$ cat config.mk
export PLATFORM = sky130hd
export DESIGN_NAME = seg7_scan_mux_flat
export DESIGN_NICKNAME = d
export VERILOG_FILES = /design/src/rtl/seg7_scan_mux_if.sv /design/src/rtl/seg7_scan_mux.sv /design/src/flat_wrapper.sv
export SDC_FILE = /design/constraint.sdc
export NUM_CORES = 1
export LEC_CHECK = 0
export ABC_AREA = 1
export BUFFER_PORTS_ARGS = -buffer_cell sky130_fd_sc_hd__buf_4
export CAP_MARGIN = 10
export CORE_ASPECT_RATIO = 0.8
export CORE_UTILIZATION = 50
export DETAILED_ROUTE_END_ITERATION = 8
export PLACE_DENSITY = 0.83
export SYNTH_ARGS = -nofsm -noshare
export SYNTH_HDL_FRONTEND = slang
export SYNTH_SLANG_ARGS = --single-unit
$ cat constraint.sdc
create_clock -name clk50 -period 1.9 [get_ports clk50]
set_input_delay 0.19 -clock clk50 [delete_from_list [all_inputs] [get_ports clk50]]
set_output_delay 0.19 -clock clk50 [all_outputs]
set_load 0.01 [all_outputs]
$ cat src/rtl/seg7_scan_mux_if.sv
// Pattern-bank / scanned-display bus for seg7_scan_mux.
// The slave side is the scanner; the master side owns the patterns and
// watches the pins. Optional: SEG7_SCAN_BRIGHT_EN adds a 3-bit bright input.
interface seg7_scan_mux_if;
    logic [6:0] pat0, pat1, pat2, pat3, pat4, pat5, pat6, pat7;
`ifdef SEG7_SCAN_BRIGHT_EN
    logic [2:0] bright;
`endif
    logic [6:0] seg_o;
    logic [7:0] dig_o;
    logic [2:0] cur_dig;
    logic       frame_start;

    modport master (
        output pat0, pat1, pat2, pat3, pat4, pat5, pat6, pat7,
`ifdef SEG7_SCAN_BRIGHT_EN
        output bright,
`endif
        input  seg_o, dig_o, cur_dig, frame_start
    );

    modport slave (
        input  pat0, pat1, pat2, pat3, pat4, pat5, pat6, pat7,
`ifdef SEG7_SCAN_BRIGHT_EN
        input  bright,
`endif
        output seg_o, dig_o, cur_dig, frame_start
    );
endinterface

$ cat src/rtl/seg7_scan_mux.sv
// seg7_scan_mux: time-multiplexes an 8-digit 7-segment pattern bank onto a
// shared segment bus plus one-hot digit select. The bank is snapshotted once
// per frame (no tearing) and each slot opens with a blanking gap (no ghosting).
// All pins are registered and lag div_cnt/slot by one cycle.
// Optional feature macro: SEG7_SCAN_BRIGHT_EN (per-frame brightness window).
module seg7_scan_mux #(
    parameter int DIV            = 50000,
    parameter int BLANK_CYC      = 500,
    parameter bit SEG_ACTIVE_LOW = 1'b1,
    parameter bit DIG_ACTIVE_LOW = 1'b1
) (
    input  logic            clk50,
    input  logic            rst,
    seg7_scan_mux_if.slave  bus
);
    localparam int              CW        = $clog2(DIV);
    localparam logic [CW-1:0]   LAST_CNT  = CW'(DIV - 1);
    localparam logic [CW-1:0]   BLANK_END = CW'(BLANK_CYC);
    localparam logic [6:0]      SEG_OFF   = {7{SEG_ACTIVE_LOW}};
    localparam logic [7:0]      DIG_OFF   = {8{DIG_ACTIVE_LOW}};

    logic [CW-1:0]   r_div_cnt;
    logic [2:0]      r_slot;
    logic [7:0][6:0] r_shadow;
    logic            r_load_pending;
    logic [6:0]      r_seg_o;
    logic [7:0]      r_dig_o;
    logic [2:0]      r_cur_dig;
    logic            r_frame_start;

    logic            w_wrap;
    logic            w_snap;
    logic            w_drive;
    logic [6:0]      w_seg_on;
    logic [7:0]      w_dig_on;

    assign w_wrap = (r_div_cnt == LAST_CNT);
    // Snapshot only at the very end of slot 7, or once right after reset.
    assign w_snap = r_load_pending | (w_wrap & (r_slot == 3'd7));

`ifdef SEG7_SCAN_BRIGHT_EN
    localparam int unsigned WIN = (DIV - BLANK_CYC) >> 3;
    logic [2:0]    r_bright;
    logic [CW-1:0] w_drv_off;
    logic [31:0]   w_drv_lim;

    assign w_drv_off = r_div_cnt - BLANK_END;
    assign w_drv_lim = WIN * (32'(r_bright) + 32'd1);
    // bright=7 is defined as the full window even when DIV-BLANK_CYC is not a multiple of 8.
    assign w_drive   = (r_div_cnt >= BLANK_END) &&
                       ((r_bright == 3'd7) || (32'(w_drv_off) < w_drv_lim));

    // Brightness is latched on the same edges as the pattern bank.
    always_ff @(posedge clk50) begin
        if (rst)         r_bright <= 3'd7;
        else if (w_snap) r_bright <= bus.bright;
    end
`else
    assign w_drive = (r_div_cnt >= BLANK_END);
`endif

    assign w_seg_on = w_drive ? r_shadow[r_slot] : 7'd0;
    assign w_dig_on = w_drive ? (8'd1 << r_slot) : 8'd0;

    // Slot timebase: div_cnt wraps every DIV cycles and advances the slot.
    always_ff @(posedge clk50) begin
        if (rst) begin
            r_div_cnt      <= '0;
            r_slot         <= 3'd0;
            r_load_pending <= 1'b1;
        end else begin
            r_div_cnt      <= w_wrap ? '0 : r_div_cnt + CW'(1);
            r_load_pending <= 1'b0;
            if (w_wrap) r_slot <= r_slot + 3'd1;
        end
    end

    // Pattern bank shadow, digit 0 in entry 0.
    always_ff @(posedge clk50) begin
        if (rst)         r_shadow <= '0;
        else if (w_snap) r_shadow <= {bus.pat7, bus.pat6, bus.pat5, bus.pat4,
                                      bus.pat3, bus.pat2, bus.pat1, bus.pat0};
    end

    // Pin registers: one cycle behind the timebase, polarity applied here.
    always_ff @(posedge clk50) begin
        if (rst) begin
            r_seg_o       <= SEG_OFF;
            r_dig_o       <= DIG_OFF;
            r_cur_dig     <= 3'd0;
            r_frame_start <= 1'b0;
        end else begin
            r_seg_o       <= w_seg_on ^ SEG_OFF;
            r_dig_o       <= w_dig_on ^ DIG_OFF;
            r_cur_dig     <= r_slot;
            r_frame_start <= (r_div_cnt == '0) && (r_slot == 3'd0);
        end
    end

    assign bus.seg_o       = r_seg_o;
    assign bus.dig_o       = r_dig_o;
    assign bus.cur_dig     = r_cur_dig;
    assign bus.frame_start = r_frame_start;
endmodule
$ cat src/flat_wrapper.sv
// flat-port wrapper written by rule: the top's interface ports become plain ports
module seg7_scan_mux_flat 
#(
    parameter int DIV            = 50000,
    parameter int BLANK_CYC      = 500,
    parameter bit SEG_ACTIVE_LOW = 1'b1,
    parameter bit DIG_ACTIVE_LOW = 1'b1
)
  (clk50, rst, bus_pat0, bus_pat1, bus_pat2, bus_pat3, bus_pat4, bus_pat5, bus_pat6, bus_pat7, bus_seg_o, bus_dig_o, bus_cur_dig, bus_frame_start);
  seg7_scan_mux_if bus_i ();
  input  logic clk50;
  input  logic rst;
  input wire logic [$bits(bus_i.pat0)-1:0] bus_pat0;
  input wire logic [$bits(bus_i.pat1)-1:0] bus_pat1;
  input wire logic [$bits(bus_i.pat2)-1:0] bus_pat2;
  input wire logic [$bits(bus_i.pat3)-1:0] bus_pat3;
  input wire logic [$bits(bus_i.pat4)-1:0] bus_pat4;
  input wire logic [$bits(bus_i.pat5)-1:0] bus_pat5;
  input wire logic [$bits(bus_i.pat6)-1:0] bus_pat6;
  input wire logic [$bits(bus_i.pat7)-1:0] bus_pat7;
  output wire logic [$bits(bus_i.seg_o)-1:0] bus_seg_o;
  output wire logic [$bits(bus_i.dig_o)-1:0] bus_dig_o;
  output wire logic [$bits(bus_i.cur_dig)-1:0] bus_cur_dig;
  output wire logic [$bits(bus_i.frame_start)-1:0] bus_frame_start;
  assign bus_i.pat0 = bus_pat0;
  assign bus_i.pat1 = bus_pat1;
  assign bus_i.pat2 = bus_pat2;
  assign bus_i.pat3 = bus_pat3;
  assign bus_i.pat4 = bus_pat4;
  assign bus_i.pat5 = bus_pat5;
  assign bus_i.pat6 = bus_pat6;
  assign bus_i.pat7 = bus_pat7;
  assign bus_seg_o = bus_i.seg_o;
  assign bus_dig_o = bus_i.dig_o;
  assign bus_cur_dig = bus_i.cur_dig;
  assign bus_frame_start = bus_i.frame_start;
  seg7_scan_mux #(.DIV(DIV), .BLANK_CYC(BLANK_CYC), .SEG_ACTIVE_LOW(SEG_ACTIVE_LOW), .DIG_ACTIVE_LOW(DIG_ACTIVE_LOW)) u_core (.clk50(clk50), .rst(rst), .bus(bus_i));
endmodule
==> impl_metrics.yaml, run 1 <==
run_status:
  status: "complete, no violations"
logic_synthesis:
  netlist-cell-type-count: 26
  synth_warnings: 0
  synthCells: 640
  ys_ff_latch: 95
  seq_area_frac_synth: 0.432
  synth.net_count: 706
  netlist_area_um2: 4400
  syn_area_per_cell_um2: 6.87
timing:
  fmax_ghz: 0.586
  fin_crit_sh: 0.898
  period_minus_slack_ns: 1.71
  final.setup.tns_ns: 0
  fin_ws_ns: 0.194
  report.final.slew_viol_count: 0
  worst_slew_pin_slew_ns: 0.532
  hold_viol: 0
  slew_headroom: 0.643
  rsz0062_at_grt: "false"
  finalSetupViolations: 0
  skew_ns: 0.0138
power:
  ir_drop_v: 0.000477
  leakagePower_nw: 2.44
  power_density_nw_per_um2: 761
detailed_routing:
  via_per_inst: 5.25
  drt_iter0_drc: 375
  avgRoutedWirePerCell_um: 13.2
  drt_first_pass_iters: 7
  drt-total-wl_um: 10800
  antenna_left: 0
  vias: 4309
  drc: 0
floorplanning:
  num_rows: 30
  start_util: 0.516
  core-area_um2: 8520
  ioPinCount: 77
  die_h_um: 85.9
  dieWidth_um: 107
  die-area_um2: 9180
clock_network:
  worst_skew_pair.late_latency_ns: 0.37
  cts_setup_buffers: 0
  cts_buffers: 9
  cts_max_level: 3
  clk_path_buf_depth: 2
  numClockSinks: 95
  ctsRootBufferMaster: "clkbuf_8"
  clkTransAtPathRegs_ns: 0.10
  cts_tree: "done"
cells_and_area:
  antenna_cells: 0
  final_area_um2: 5340
  drive_above_1_share: 0.166
  stdcell_count: 821
  area_growth_pct: 21.4
  n_fill_cell: 724
  nets: 770
  post-route-util: 0.626
worst_hold_path:
  hp-class: "input pin to flop"
  min_path_cells: 3
  min_from: "bus_pat4[2]"
  min_to: "u_core.r_shadow[30]$_SDFFE_PP0P_"
global_route:
  grt.overflow.total: 0
  grt_pass1_wl_um: 17600
  antenna_found_initial: 0
  grt.total_usage: 0.243
  grt_pass1_vias: 3749
  grt_max_degree: 85
worst_setup_path:
  required_ns: 2.16
  path_max_fanout: 28
  startpoint_type: "flop"
  crit_path_end_kind: "flop"
  critPathArrivalTime_ns: 1.96
  cp-startpoint: "u_core.r_div_cnt[0]$_SDFF_PP0_"
  rr_endpoint: "u_core.r_shadow[17]$_SDFFE_PP0P_"
  rrSetupSlack_ns: 0.19
  rr_startpoint: "u_core.r_div_cnt[0]$_SDFF_PP0_"
  worstSetupPathType: "flop to flop"
  r2r_cells: 7
run:
  drv_cap: 0
placed_design:
  port_buffers: 76
  globalplace.congestion: 0.881
  placed_area_um2: 5100
  dp_slack_ns: 0.193
  placed_cells: 804
  dp_hpwl_um: 7390
## Yosys cell counts
| cell type | count | area share |
|---|---|---|
| nand2_1 | 101 | 0.086 |
| inv_1 | 74 | 0.063 |
| o21ai_1 | 2 | 0.0023 |
| xnor2_1 | 1 | 0.0020 |
| nand2_2 | 1 | 0.0014 |
| buf_6 | 4 | 0.010 |
| xor2_1 | 4 | 0.0080 |
| buf_2 | 6 | 0.0068 |
| nor4_1 | 1 | 0.0014 |
| dfxtp_1 | 95 | 0.43 |
| nand3_1 | 84 | 0.096 |
| nand3_2 | 1 | 0.0023 |
| ha_1 | 8 | 0.023 |
| o21ai_0 | 29 | 0.033 |
| clkbuf_1 | 32 | 0.027 |
| nor2_1 | 85 | 0.073 |
| or2_2 | 1 | 0.0014 |
| a21oi_1 | 94 | 0.11 |
| buf_1 | 1 | 0.00085 |
| nand3b_1 | 3 | 0.0051 |
| inv_2 | 1 | 0.00085 |
| nor2_4 | 1 | 0.0026 |
| nor3b_1 | 2 | 0.0034 |
| clkinv_1 | 1 | 0.00085 |
| nand4_1 | 5 | 0.0071 |
| nor3_1 | 3 | 0.0034 |
## area by class of cell
class	instances	area [µm²]	area share
multi-input combinational	426	2020	0.379
sequential	95	1900	0.356
timing repair buffer	96	761	0.143
inverter	76	285	0.0534
tap	112	140	0.0263
clock buffer	10	138	0.0258
clock inverter	6	90.1	0.0169
## worst max-delay path, cell delays in order, from the launching register on
cell and delay (ns):
dfxtp_1 0.39, ha_1 0.21, nand3_1 0.13, nor2_2 0.25, nand3_4 0.11, buf_4 0.24
a21oi_1 0.19, nor2_1 0.07
## cells in the final DEF (no fill, tap or decap)
master | synthesis | final
clkinvlp_4 | 0 | 1
dlygate4sd3_1 | 0 | 1
nand2_1 | 101 | 101
clkinv_2 | 0 | 1
nor2_4 | 1 | 1
inv_2 | 1 | 2
nand2_2 | 1 | 1
ha_1 | 8 | 8
bufinv_16 | 0 | 2
nand3b_1 | 3 | 3
buf_12 | 0 | 3
nor4_1 | 1 | 1
o21ai_0 | 29 | 29
nand4_1 | 5 | 5
inv_1 | 74 | 73
a21oi_1 | 94 | 94
xor2_1 | 4 | 4
nor3b_1 | 2 | 2
o21ai_1 | 2 | 2
or2_2 | 1 | 1
nor2_1 | 85 | 84
xnor2_1 | 1 | 1
clkinv_1 | 1 | 1
nand3_4 | 0 | 1
clkbuf_8 | 0 | 10
nor2_2 | 0 | 1
dfxtp_1 | 95 | 95
nand3_1 | 84 | 84
buf_4 | 0 | 92
nor3_1 | 3 | 3
inv_6 | 0 | 2
## registers in the layout, indices dropped and copies added (netlist names)
signal and flops:
u_core.bus.cur_dig 3, u_core.bus.dig_o 8, u_core.bus.frame_start 1, u_core.bus.seg_o 7, u_core.r_div_cnt 16, u_core.r_load_pending 1, u_core.r_shadow 56, u_core.r_slot 3
## logic make-up (layout without fill, tap and decap cells)
logic type               Yosys count  in the layout  share of synthesized area
AND/OR/NAND/NOR                  288            288                      0.283
AO/OA/AOI/OAI                    125            125                      0.142
buffers and inverters            119            188                      0.110
flip-flops                        95             95                      0.432
adder cells (fa/ha/maj)            8              8                     0.0228
XOR/XNOR                           5              5                    0.00996
## worst max path at each step
stage,to,slack [ns],cells past startpoint
detailed placement,u_core.r_shadow[10]$_SDFFE_PP0P_,0.19,7
global route,u_core.r_shadow[44]$_SDFFE_PP0P_,0.03,7
finish,u_core.r_shadow[17]$_SDFFE_PP0P_,0.19,7
global placement,u_core.r_shadow[23]$_SDFFE_PP0P_,0.26,7
floorplan,u_core.r_shadow[0]$_SDFFE_PP0P_,0.35,8
CTS,u_core.r_shadow[10]$_SDFFE_PP0P_,0.17,7
## metrics by stage
step | hold WS [ns] | power, W
after floorplan | 0.218 | 0.00241
after global placement | 0.364 | 0.00257
after detailed placement | 0.365 | 0.00258
after CTS | 0.0315 | 0.00407
after global routing | 0.0316 | 0.00422
final | 0.0367 | 0.00406
## repair_timing
item / 4_1_cts / 5_1_grt
hold buffers: 1 / 0
gates resized for setup: 0 / 1
hold endpoints to repair: 1 / 0
setup endpoints to repair: 0 / 7
## per-layer routing
layer | vias up | share of wire | GRT usage
met5 | - | 0 | 0
met4 | 0 | 0.020 | 0.0685
met3 | 30 | 0.083 | 0.0616
met2 | 197 | 0.44 | 0.374
met1 | 1903 | 0.45 | 0.338
li1 | 2179 | - | -
## power breakdown
group	switching (W)	internal (W)	total, W
Sequential	0.0000391	0.00208	0.00212
Combinational	0.000221	0.000204	0.000425
Clock	0.000733	0.000784	0.00152
Total	0.000993	0.00307	0.00406
No activity file was read; power rests on OpenSTA's default activity.
==> run 2: changes to the inputs <==
--- a/config.mk
+++ b/config.mk
@@ -8,7 +8,6 @@
 export ABC_AREA = 1
 export BUFFER_PORTS_ARGS = -buffer_cell sky130_fd_sc_hd__buf_4
 export CAP_MARGIN = 10
-export CORE_ASPECT_RATIO = 0.8
 export CORE_UTILIZATION = 50
 export DETAILED_ROUTE_END_ITERATION = 8
 export PLACE_DENSITY = 0.83
==> impl_metrics.yaml, run 2 (synthesis results as in run 1) <==
cells_and_area:
  regMostFlops: "u_core.r_shadow"
  largest_register_ffs: 56
  nets: 763
  final_common_cell: "nand2_1"
  area_growth_pct: 19.3
  antenna_cells: 0
  final_cell_mix: "nand2_1 (101), dfxtp_1 (95), a21oi_1 (94)"
  drive_above_1_share: 0.157
  n_fill_cell: 727
clock_network:
  cts_buffers: 9
  ctsRootBufferMaster: "clkbuf_8"
  numClockSinks: 95
  clk_path_buf_depth: 2
  cts_tree: "done"
  cts_max_level: 3
  clkTransAtPathRegs_ns: 0.10
  worst_skew_pair.late_latency_ns: 0.37
timing:
  fin_ws_ns: 0.186
  fin_crit_sh: 0.902
  hold_slack_ns: 0.0332
  skew_ns: 0.0138
  worst_slew_pin_slew_ns: 0.584
  hold_viol: 0
  finalSetupViolations: 0
  slew_headroom: 0.608
  report.final.slew_viol_count: 0
  period_minus_slack_ns: 1.71
  rsz0062_at_grt: "false"
  final.setup.tns_ns: 0
  fmax_ghz: 0.583
floorplanning:
  start_util: 0.525
  core-area_um2: 8380
  ioPinCount: 77
  num_rows: 33
  die_h_um: 95.8
  dieWidth_um: 95.8
  die-area_um2: 9170
worst_setup_path:
  rr_endpoint: "u_core.r_shadow[30]$_SDFFE_PP0P_"
  startpoint_type: "flop"
  path_max_fanout: 36
  timing.critical_path.to: "u_core.r_shadow[30]$_SDFFE_PP0P_"
  crit_path_end_kind: "flop"
  worstSetupPathType: "flop to flop"
  required_ns: 2.15
  rr_startpoint: "u_core.r_div_cnt[0]$_SDFF_PP0_"
  cp-startpoint: "u_core.r_div_cnt[0]$_SDFF_PP0_"
  critPathArrivalTime_ns: 1.97
  r2r_cells: 7
  rrSetupSlack_ns: 0.19
placed_design:
  dp_slack_ns: 0.192
  dp_hpwl_um: 6930
  globalplace.congestion: 0.863
  port_buffers: 76
global_route:
  grt_pass1_vias: 3651
  grt_max_degree: 113
  grt_pass1_wl_um: 16600
  antenna_found_initial: 0
  grt.overflow.total: 0
  grt.total_usage: 0.236
detailed_routing:
  avgRoutedWirePerCell_um: 12.8
  vias: 4224
  drt_iter0_drc: 322
  drc: 0
  via_per_inst: 5.23
  drt-total-wl_um: 10300
  antenna_left: 0
  drt_first_pass_iters: 5
run:
  drv_cap: 0
power:
  ir_drop_v: 0.000386
  leakagePower_nw: 2.39
  power_density_nw_per_um2: 742
worst_hold_path:
  hp-class: "input pin to flop"
run_status:
  status: "complete, no violations"
## run 2: worst max-delay path: stages, from the launching register on
cell and delay [ns]:
dfxtp_1 0.40, ha_1 0.22, nand3_1 0.12, nor2_2 0.25, nand3_4 0.11, buf_4 0.26, a21oi_1 0.18, nor2_1 0.06
## run 2: cell type report
cell class                      instances  area, µm²  area share
Clock buffer                           11        141      0.0269
Clock inverter                          5       57.6      0.0110
Inverter                               76        285      0.0544
Multi-Input combinational cell        426       2020       0.385
Sequential cell                        95       1900       0.362
Tap cell                              105        131      0.0250
Timing Repair Buffer                   89        708       0.135
## run 2: worst min-delay path by stage
stage          slack [ns]                                to  depth (start not counted)   startpoint
2_1_floorplan        0.22     u_core.r_load_pending$_DFF_P_                          0          rst
3_3_place_gp         0.36     u_core.r_load_pending$_DFF_P_                          1          rst
3_5_place_dp         0.37     u_core.r_load_pending$_DFF_P_                          1          rst
4_1_cts              0.03  u_core.r_shadow[20]$_SDFFE_PP0P_                          3  bus_pat2[6]
5_1_grt              0.03  u_core.r_shadow[37]$_SDFFE_PP0P_                          3  bus_pat5[2]
6_report             0.03  u_core.r_shadow[20]$_SDFFE_PP0P_                          3  bus_pat2[6]
## run 2: report_power, final
| part | switching (W) | internal (W) | total (W) | leakage (nW) |
|---|---|---|---|---|
| combinational | 0.000220 | 0.000200 | 0.000420 | 1.51 |
| clock | 0.000713 | 0.000643 | 0.00136 | 0.0916 |
| sequential | 0.0000379 | 0.00208 | 0.00212 | 0.782 |
## run 2: timing repair
action / in CTS / in global routing
setup endpoints to repair: 0 / 8
gates resized for setup: 0 / 2
endpoints found under the hold margin: 1 / 0
buffers inserted: 0 / 0
hold buffers: 1 / 0
## run 2: per-layer routing
layer  share of wire  GRT usage  routed length [µm]  vias to the layer above
li1                -          -                   -                     2162
met3           0.049     0.0434                 509                       23
met5               0          0                   0                        -
met2            0.48      0.379                4920                      128
met1            0.45      0.305                4640                     1911
met4           0.025      0.111                 255                        0
## run 2: metrics by stage
step / std cells / total power, W / util / area [µm²]
2_1_floorplan: 640 / 0.00241 / - / 4400
3_3_place_gp: 790 / 0.00256 / 0.601 / 5040
3_5_place_dp: 790 / 0.00258 / 0.601 / 5040
4_1_cts: 807 / 0.00392 / 0.626 / 5250
5_1_grt: 807 / 0.00407 / 0.626 / 5250
6_report: 807 / 0.00389 / 0.626 / 5250
==> run 3: changes to the inputs <==
--- a/config.mk
+++ b/config.mk
@@ -8,9 +8,10 @@
 export ABC_AREA = 1
 export BUFFER_PORTS_ARGS = -buffer_cell sky130_fd_sc_hd__buf_4
 export CAP_MARGIN = 10
-export CORE_UTILIZATION = 50
+export CORE_MARGIN = 3
+export CORE_UTILIZATION = 32
 export DETAILED_ROUTE_END_ITERATION = 8
-export PLACE_DENSITY = 0.83
+export PLACE_DENSITY = 0.62
 export SYNTH_ARGS = -nofsm -noshare
 export SYNTH_HDL_FRONTEND = slang
 export SYNTH_SLANG_ARGS = --single-unit
==> impl_metrics.yaml, run 3 (synthesis results as in run 1) <==
worst_setup_path:
  worstSetupPathType: "flop to flop"
  path_max_fanout: 88
  critPathArrivalTime_ns: 1.91
  critPathBufInv: 1
  critPathMaxStageDelay_ns: 0.37
  critical_path.top_delay_family: "simple AND/OR/NAND/NOR gates"
  required_ns: 2.14
  crit_path_top_delay_cell: "dfxtp_1"
  startpoint_type: "flop"
  crit_path_end_kind: "flop"
  crit_path_cell_trace: "ha_1 > nand3_1 > nor2_2 > nand3_4 > buf_12 > a21oi_1 > nor2_1"
global_route:
  grt.total_usage: 0.151
  grt.overflow.total: 0
  grt_pass1_vias: 3727
  grt_pass1_wl_um: 18000
  antenna_found_initial: 0
  grt_max_degree: 89
power:
  clkPwrFrac: 0.463
  power_frac_seq: 0.448
  switchingPower_w: 0.00103
  ir_drop_v: 0.000544
  power_w: 0.00472
  power.share.combinational: 0.089
  p_int_w: 0.00370
  p_sw_frac: 0.217
  power_density_nw_per_um2: 854
  leakagePower_nw: 2.49
clock_network:
  clk_path_buf_depth: 2
  cts_tree: "done"
  numClockSinks: 95
  holdBufCountCts: 0
  ctsRootBufferMaster: "clkbuf_16"
  worst_skew_pair.late_latency_ns: 0.34
  cts_max_level: 3
  clkTransAtPathRegs_ns: 0.06
  cts_buffers: 9
timing:
  hold_viol: 0
  worst_slew_pin_slew_ns: 0.533
  final.setup.tns_ns: 0
  hold_slack_ns: 0.0366
  period_minus_slack_ns: 1.68
  fin_crit_sh: 0.882
  slew_headroom: 0.642
  report.final.slew_viol_count: 0
  fmax_ghz: 0.597
  skew_ns: 0.00872
  rsz0062_at_grt: "false"
  finalSetupViolations: 0
floorplanning:
  start_util: 0.329
  ioPinCount: 77
  core-area_um2: 13300
  die-area_um2: 15200
  num_rows: 42
  dieWidth_um: 123
  die_h_um: 123
cells_and_area:
  antenna_cells: 0
  largest_register_ffs: 56
  n_fill_cell: 1418
  final_common_cell: "nand2_1"
  multi_input_area_um2: 2020
  drive_above_1_share: 0.163
  final_cell_mix: "nand2_1 (101), dfxtp_1 (95), a21oi_1 (94)"
  post-route-util: 0.414
  regMostFlops: "u_core.r_shadow"
  area_growth_pct: 25.7
  register_area_um2: 1900
  nets: 766
detailed_routing:
  drt-total-wl_um: 11100
  drt_iter0_drc: 350
  avgRoutedWirePerCell_um: 12.6
  vias: 4142
  drt_first_pass_iters: 5
  via_per_inst: 4.70
  antenna_left: 0
  drc: 0
placed_design:
  globalplace.congestion: 0.838
  dp_hpwl_um: 7540
  port_buffers: 76
run:
  drv_cap: 0
worst_hold_path:
  hp-class: "input pin to flop"
run_status:
  status: "complete, no violations"
==> run 3: cell count changes in the layout (fill, tap and decap cells not counted) <==
cell | before | now
clkbuf_8 | 10 | 0
clkbuf_16 | 0 | 9
buf_4 | 85 | 88
bufinv_16 | 1 | 4
clkinvlp_4 | 3 | 0
clkinv_2 | 1 | 3
buf_12 | 3 | 4
clkbuf_1 | 1 | 0
dlygate4sd3_1 | 1 | 0
o21ai_0 | 28 | 29
o21ai_1 | 3 | 2
==> run 3: path summary, 6_finish.rpt <==
| path | to | from | cells after the start | slack (ns) |
|---|---|---|---|---|
| min reg2reg | u_core.r_div_cnt[0]$_SDFF_PP0_ | u_core.r_div_cnt[0]$_SDFF_PP0_ | 1 | 0.47 |
| min | u_core.r_load_pending$_DFF_P_ | rst | 1 | 0.04 |
| max reg2reg | u_core.r_shadow[14]$_SDFFE_PP0P_ | u_core.r_div_cnt[0]$_SDFF_PP0_ | 7 | 0.22 |
| max | u_core.r_shadow[14]$_SDFFE_PP0P_ | u_core.r_div_cnt[0]$_SDFF_PP0_ | 7 | 0.22 |
==> run 3: what timing repair did <==
item	CTS	global route
buffers inserted	0	0
resized for setup	0	1
hold endpoints to repair	0	0
setup endpoints to repair	0	3
==> run 3: routing by layer <==
metal / vias to the layer above / global-route usage / share of wire
li1: 2178 / - / -
met1: 1834 / 0.206 / 0.47
met2: 119 / 0.230 / 0.46
met3: 11 / 0.0448 / 0.064
met4: 0 / 0.0443 / 0.014
met5: - / 0 / 0
==> run 3: worst reg2reg max path, cell delays in order, from the launching register on <==
cell and delay (ns):
dfxtp_1 0.37, ha_1 0.20, nand3_1 0.11, nor2_2 0.25, nand3_4 0.11, buf_12 0.21
a21oi_1 0.25, nor2_1 0.06
==> run 3: power by group through the flow <==
stage          clock network, W  logic, W  registers, W
2_1_floorplan                 0  0.000256       0.00215
3_3_place_gp                  0  0.000423       0.00216
3_5_place_dp                  0  0.000424       0.00216
4_1_cts                 0.00222  0.000427       0.00212
5_1_grt                 0.00230  0.000484       0.00213
6_report                0.00218  0.000422       0.00212
==> run 3: cell type report <==
| cell class | count | share of cell area |
|---|---|---|
| Clock inverter | 7 | 0.0244 |
| Clock buffer | 9 | 0.0407 |
| Timing Repair Buffer | 92 | 0.134 |
| Tap cell | 176 | 0.0398 |
| Sequential cell | 95 | 0.344 |
| Inverter | 76 | 0.0516 |
| Multi-Input combinational cell | 426 | 0.366 |
==> run 3: metrics by stage <==
step,worst slack (ns),cell area [µm²],std cells
3_3_place_gp,0.219,5170,865
2_1_floorplan,0.350,4400,640
4_1_cts,0.169,5530,881
6_report,0.225,5530,881
3_5_place_dp,0.193,5170,865
5_1_grt,0.0858,5530,881
